### config.mk
export PLATFORM = sky130hd
export DESIGN_NAME = alu_pipe
export DESIGN_NICKNAME = d
export VERILOG_FILES = /design/src/rtl/alu_pkg.sv /design/src/rtl/alu_mul_iter.sv /design/src/rtl/alu_pipe.sv
export SDC_FILE = /design/constraint.sdc
export NUM_CORES = 1
export LEC_CHECK = 0
export BUFFER_PORTS_ARGS = -buffer_cell sky130_fd_sc_hd__buf_2
export CAP_MARGIN = 0
export CORE_ASPECT_RATIO = 0.7
export CORE_MARGIN = 3
export CORE_UTILIZATION = 53
export DETAILED_ROUTE_END_ITERATION = 8
export GPL_ROUTABILITY_DRIVEN = 0
export PLACE_DENSITY = 0.79
export SYNTH_ARGS = -nofsm -noshare
export SYNTH_HDL_FRONTEND = slang
export SYNTH_SLANG_ARGS = --single-unit
### constraint.sdc
create_clock -name clk -period 2.4 [get_ports clk]
set_input_delay 0.12 -clock clk [delete_from_list [all_inputs] [get_ports clk]]
set_output_delay 0.12 -clock clk [all_outputs]
set_load 0.02 [all_outputs]
### src/rtl/alu_pkg.sv
// Shared definitions for the pipelined execute-stage ALU: op codes, FSM states, flag bundle.
package alu_pkg;

  localparam logic [5:0] OP_ADD  = 6'b100000;
  localparam logic [5:0] OP_SUB  = 6'b100010;
  localparam logic [5:0] OP_AND  = 6'b100100;
  localparam logic [5:0] OP_OR   = 6'b100101;
  localparam logic [5:0] OP_XOR  = 6'b100110;
  localparam logic [5:0] OP_NOR  = 6'b100111;
  localparam logic [5:0] OP_SLL  = 6'b000000;
  localparam logic [5:0] OP_SRL  = 6'b000010;
  localparam logic [5:0] OP_SRA  = 6'b000011;
  localparam logic [5:0] OP_SLT  = 6'b101010;
  localparam logic [5:0] OP_MULT = 6'b011000;

  typedef enum logic {
    ST_IDLE = 1'b0,
    ST_MUL  = 1'b1
  } state_t;

  typedef struct packed {
    logic z;
    logic n;
    logic c;
    logic v;
  } flags_t;

endpackage

### src/rtl/alu_mul_iter.sv
// Iterative shift-add multiplier producing the low LENGTH bits of a*b, one bit per cycle.
module alu_mul_iter
  import alu_pkg::*;
#(
  parameter int LENGTH = 8
) (
  input  logic              clk,
  input  logic              reset,
  input  logic              start,
  input  logic [LENGTH-1:0] a,
  input  logic [LENGTH-1:0] b,
  output logic              done,
  output logic [LENGTH-1:0] product
);

  localparam int CW = $clog2(LENGTH) + 1;
  localparam logic [CW-1:0] LAST = CW'(LENGTH - 1);

  logic [LENGTH-1:0] mcand_q, mcand_d;
  logic [LENGTH-1:0] mplier_q, mplier_d;
  logic [LENGTH-1:0] acc_q, acc_d;
  logic [CW-1:0]     cnt_q, cnt_d;
  logic              busy_q, busy_d;
  logic [LENGTH-1:0] acc_step;

  // Low half of a two's-complement product is sign-agnostic, so a plain unsigned shift-add suffices.
  always_comb begin
    acc_step = mplier_q[0] ? (acc_q + mcand_q) : acc_q;
    mcand_d  = mcand_q;
    mplier_d = mplier_q;
    acc_d    = acc_q;
    cnt_d    = cnt_q;
    busy_d   = busy_q;
    if (start) begin
      mcand_d  = a;
      mplier_d = b;
      acc_d    = '0;
      cnt_d    = '0;
      busy_d   = 1'b1;
    end else if (busy_q) begin
      acc_d    = acc_step;
      mcand_d  = mcand_q << 1;
      mplier_d = mplier_q >> 1;
      cnt_d    = cnt_q + 1'b1;
      if (cnt_q == LAST) begin
        busy_d = 1'b0;
      end
    end
  end

  always_ff @(posedge clk) begin
    if (reset) begin
      mcand_q  <= '0;
      mplier_q <= '0;
      acc_q    <= '0;
      cnt_q    <= '0;
      busy_q   <= 1'b0;
    end else begin
      mcand_q  <= mcand_d;
      mplier_q <= mplier_d;
      acc_q    <= acc_d;
      cnt_q    <= cnt_d;
      busy_q   <= busy_d;
    end
  end

  // The last iteration's sum is handed out directly so the top can register it on the same edge.
  assign done    = busy_q && (cnt_q == LAST);
  assign product = acc_step;

endmodule

### src/rtl/alu_pipe.sv
// Handshaked execute-stage ALU: registered result and flags, saturating shifts, SLT and an
// iterative multiply, with valid/ready back-pressure on both sides.
module alu_pipe
  import alu_pkg::*;
#(
  parameter  int LENGTH = 8,
  localparam int SHW    = $clog2(LENGTH) + 1
) (
  input  logic              clk,
  input  logic              reset,
  input  logic              in_valid,
  output logic              in_ready,
  input  logic [LENGTH-1:0] busA,
  input  logic [LENGTH-1:0] busB,
  input  logic [5:0]        op,
  output logic              out_valid,
  input  logic              out_ready,
  output logic [LENGTH-1:0] salida,
  output logic              flag_z,
  output logic              flag_n,
  output logic              flag_c,
  output logic              flag_v,
  output logic              op_err
);

  localparam int MSB = LENGTH - 1;
  localparam logic [LENGTH-1:0] LEN_V = LENGTH'(LENGTH);

  state_t            state_q, state_d;
  logic              out_valid_q, out_valid_d;
  logic [LENGTH-1:0] salida_q, salida_d;
  flags_t            flags_q, flags_d;
  logic              op_err_q, op_err_d;

  logic              accept;
  logic              mul_start;
  logic              mul_done;
  logic [LENGTH-1:0] mul_product;

  logic [LENGTH:0]   add_full;
  logic [LENGTH:0]   sub_full;
  logic [SHW-1:0]    shamt;
  logic              shift_sat;
  logic [LENGTH-1:0] alu_res;
  logic              alu_c;
  logic              alu_v;
  logic              alu_err;
  flags_t            alu_flags;

  assign in_ready = (state_q == ST_IDLE) && (!out_valid_q || out_ready);
  assign accept   = in_valid && in_ready;

  // SUB is formed as A + ~B + 1 so its carry out reads directly as "no borrow".
  always_comb begin
    add_full  = {1'b0, busA} + {1'b0, busB};
    sub_full  = {1'b0, busA} + {1'b0, ~busB} + {{LENGTH{1'b0}}, 1'b1};
    shift_sat = (busB >= LEN_V);
    shamt     = busB[SHW-1:0];
    alu_res   = '0;
    alu_c     = 1'b0;
    alu_v     = 1'b0;
    alu_err   = 1'b0;
    case (op)
      OP_ADD: begin
        alu_res = add_full[LENGTH-1:0];
        alu_c   = add_full[LENGTH];
        alu_v   = (busA[MSB] == busB[MSB]) && (alu_res[MSB] != busA[MSB]);
      end
      OP_SUB: begin
        alu_res = sub_full[LENGTH-1:0];
        alu_c   = sub_full[LENGTH];
        alu_v   = (busA[MSB] != busB[MSB]) && (alu_res[MSB] != busA[MSB]);
      end
      OP_AND:  alu_res = busA & busB;
      OP_OR:   alu_res = busA | busB;
      OP_XOR:  alu_res = busA ^ busB;
      OP_NOR:  alu_res = ~(busA | busB);
      OP_SLL:  alu_res = shift_sat ? '0 : (busA << shamt);
      OP_SRL:  alu_res = shift_sat ? '0 : (busA >> shamt);
      OP_SRA:  alu_res = shift_sat ? {LENGTH{busA[MSB]}} : ($signed(busA) >>> shamt);
      OP_SLT:  alu_res = {{(LENGTH-1){1'b0}}, ($signed(busA) < $signed(busB))};
      OP_MULT: alu_res = '0;
      default: alu_err = 1'b1;
    endcase
    alu_flags.z = (alu_res == '0);
    alu_flags.n = alu_res[MSB];
    alu_flags.c = alu_c;
    alu_flags.v = alu_v;
  end

  // A single-cycle accept on a handshake edge overwrites the departing result, keeping out_valid high.
  always_comb begin
    state_d     = state_q;
    out_valid_d = out_valid_q;
    salida_d    = salida_q;
    flags_d     = flags_q;
    op_err_d    = op_err_q;
    mul_start   = 1'b0;
    case (state_q)
      ST_IDLE: begin
        if (out_valid_q && out_ready) begin
          out_valid_d = 1'b0;
        end
        if (accept) begin
          if (op == OP_MULT) begin
            mul_start = 1'b1;
            state_d   = ST_MUL;
          end else begin
            out_valid_d = 1'b1;
            salida_d    = alu_res;
            flags_d     = alu_flags;
            op_err_d    = alu_err;
          end
        end
      end
      ST_MUL: begin
        if (mul_done) begin
          state_d     = ST_IDLE;
          out_valid_d = 1'b1;
          salida_d    = mul_product;
          flags_d.z   = (mul_product == '0);
          flags_d.n   = mul_product[MSB];
          flags_d.c   = 1'b0;
          flags_d.v   = 1'b0;
          op_err_d    = 1'b0;
        end
      end
      default: state_d = ST_IDLE;
    endcase
  end

  always_ff @(posedge clk) begin
    if (reset) begin
      state_q     <= ST_IDLE;
      out_valid_q <= 1'b0;
      salida_q    <= '0;
      flags_q     <= '0;
      op_err_q    <= 1'b0;
    end else begin
      state_q     <= state_d;
      out_valid_q <= out_valid_d;
      salida_q    <= salida_d;
      flags_q     <= flags_d;
      op_err_q    <= op_err_d;
    end
  end

  alu_mul_iter #(
    .LENGTH (LENGTH)
  ) u_mul (
    .clk     (clk),
    .reset   (reset),
    .start   (mul_start),
    .a       (busA),
    .b       (busB),
    .done    (mul_done),
    .product (mul_product)
  );

  assign out_valid = out_valid_q;
  assign salida    = salida_q;
  assign flag_z    = flags_q.z;
  assign flag_n    = flags_q.n;
  assign flag_c    = flags_q.c;
  assign flag_v    = flags_q.v;
  assign op_err    = op_err_q;

endmodule

==> out/results.ini <==
[outcome]
status = finished with violations
violations = setup timing

[critical_path]
cp-start-kind = flop
end_kind = flop
critPathArrivalTime_ns = 2.64
r2r_setup_slack_ns = -0.03
crit_required_ns = 2.61
cp_max_fo = 3
critical_path_class = reg -> reg
ff2ff_path_depth = 9
r2r-end = flag_z
rr_startpoint = u_mul.mcand_q[1]

[hold_path]
holdPathStages = 3
min_from = busB[6]
hold_path.class = in -> reg
hold-path-endpoint = u_mul.mplier_q[6]

[grt]
antenna_found_initial = 0
grt_pass1_vias = 4002
overflow = 0
grt_pass1_wl_mm = 19.6
track_usage = 0.284
grt_start_max_net_pins = 36

[logic_synthesis]
synth_top_cell_by_area = dfxtp_1
ys_seq_area_frac = 0.215
yosys_warnings = 0
synth-seq-cells = 43
synth_area_sq_mm = 0.00400
yosys.area.top_type_share = 0.215
async_flop_share = 0
syn-num-nets = 573
postSynthCellCount = 511
avgSynthCellArea_sq_um = 7.82
synth_area_leaders = dfxtp_1, ha_1, mux2i_1, a211oi_1, nor2_1
synth_edf_count = 0
synthFlopType = dfxtp_1
synthDistinctLibCells = 65

[clocking]
cts.path.max_buffers = 2
clkLatencyLatePin_ns = 0.30
numCtsBuffers = 5
numClockSinks = 43
holdBufCountCts = 0
clock-root-buffer = clkbuf_8
htree_levels = 2
clkSlewWorstSetupHoldPaths_ns = 0.09
cts_tree = built

[die]
dieHeight_microns = 78.7
initial_core_util = 0.568
fp.coreArea_sq_mm = 0.00704
dieArea_sq_mm = 0.00864
die_x_microns = 110
io_pins = 41
rows = 25

[timing]
rsz0062_at_grt = yes
worst_slew_pin_slew_ns = 0.774
setup_slack_ns = -0.0276
slew_viol_final = 0
fin_crit_sh = 1.01
fmax_mhz = 412
hold_viol = 0
period_needed_ns = 2.43
maxSlewHeadroom = 0.483
fin_skew_ns = 0.00396
setup_viol = 1
whs_ns = 0.133

[flow_run]
max-cap-violations = 0

[route]
vias = 4362
wire_per_inst_microns = 18.0
final_antenna_net_count = 0
finalWirelength_mm = 12.4
dr.first_iter.drc_count = 500
viasPerCell = 6.35
drt_first_pass_iters = 6
drcViolationCount = 0

[cells_and_area]
final_nets = 654
syn_to_final_growth_pct = 23.5
fill_cells = 550
antenna_cells = 0
drive_gt1_frac = 0.258
ff_latch_area_sq_um = 865
multi_input_area_sq_mm = 0.00302
final_area_sq_mm = 0.00494

[place]
port_buffers = 40
place_hpwl_mm = 9.53
dpl_cell_area_sq_mm = 0.00467

[power_and_ir_drop]
cellPowerDensity_mw_per_mm2 = 357
ir_drop_v = 0.000232
p_total_w = 0.00176
leakage_nw = 2.06

## what timing repair did
action	CTS	global route
cloned	0	0
setup endpoints to repair	3	5
setup buffers	1	2
pin swaps	7	14
gates resized for setup	7	21
## sequential cells by signal, indices dropped and copies added (netlist names), 4 cells and up
signal	cells
u_mul.acc_q	8
u_mul.mplier_q	8
u_mul.mcand_q	8
salida	8
u_mul.cnt_q	4
## per-layer routing
layer | vias up | track usage | part of all wire | wire length [microns]
li1 | 2049 | - | - | -
met1 | 2056 | 0.419 | 0.45 | 5630
met2 | 240 | 0.412 | 0.42 | 5210
met3 | 17 | 0.0797 | 0.11 | 1420
met4 | 0 | 0.0523 | 0.011 | 131
met5 | - | 0.00649 | 0 | 0
## per-stage QoR
step           instances  utilization  setup TNS, ns  setup WS (ns)
2_1_floorplan        511            -              0         0.0130
3_3_place_gp         676        0.664         -0.638         -0.266
3_5_place_dp         676        0.664          -1.21         -0.405
4_1_cts              685        0.683              0       0.000862
5_1_grt              687        0.701         -0.172         -0.131
6_report             687        0.701        -0.0276        -0.0276
## power by group
part           internal, W  switching, W  total (W)
registers         0.000726    0.00000902   0.000735
clock network     0.000208      0.000274   0.000482
logic             0.000231      0.000315   0.000546
## synthesized netlist by cell type (4+ instances only)
master,number
clkbuf_1,24
a221oi_1,4
nor4_1,4
nor2_1,56
xnor2_1,7
nand3_1,19
mux4_2,6
o21bai_1,6
xor2_1,4
and3_1,7
nand4_1,7
o211ai_1,7
o21ai_0,19
nand3b_1,5
nor2b_1,9
mux2i_1,29
nor3_1,9
nand2_1,41
dfxtp_1,43
a21oi_1,28
o221ai_1,4
a211oi_1,30
inv_1,29
a21o_1,4
ha_1,33
buf_2,7
o21a_1,4
nor3b_1,5
## final cells by class
class / instances / share of cell area
Clock buffer: 5 / 0.0139
Clock inverter: 3 / 0.00482
Inverter: 31 / 0.0236
Multi-Input combinational cell: 402 / 0.612
Sequential cell: 43 / 0.175
Tap cell: 94 / 0.0238
Timing Repair Buffer: 109 / 0.146
## cell usage in the layout, fill, tap and decap left out, types with 7 or more instances in the layout
cell type / n
a21oi_1: 28
and3_1: 7
o211ai_1: 7
buf_2: 40
inv_1: 28
a211oi_1: 28
o21ai_0: 19
mux2i_1: 29
nand4_1: 7
buf_4: 68
nor2b_1: 8
nor3_1: 7
nand2_1: 41
ha_1: 30
nand3_1: 19
nor2_1: 55
dfxtp_1: 40
## worst max-delay path: stages (launching register included)
cell and delay, ns:
dfxtp_1 0.38, ha_4 0.23, a211oi_4 0.27, o21bai_2 0.14, a2111oi_4 0.42, nor4_2 0.10, nor3b_2 0.25, xnor2_2 0.15
nand4_1 0.11, a311oi_1 0.28
## how the worst max path moves through the flow
stage,start,slack (ns),depth (start not counted),end
finish,u_mul.mcand_q[1],-0.03,9,flag_z
global route,busA[0],-0.13,12,flag_z
CTS,u_mul.mcand_q[1],0.0009,9,flag_z
detailed placement,busA[0],-0.40,14,flag_z
global placement,busA[0],-0.27,14,flag_z
floorplan,busB[1],0.01,11,flag_z
## kinds of logic after synthesis
group / synth area share
compound gates: 0.257
xor+xnor: 0.0241
flops: 0.215
fa+ha+maj: 0.118
mux: 0.112
buf+inv: 0.0651
simple gates: 0.208
Note: power is estimated with default switching activity, not from simulation.
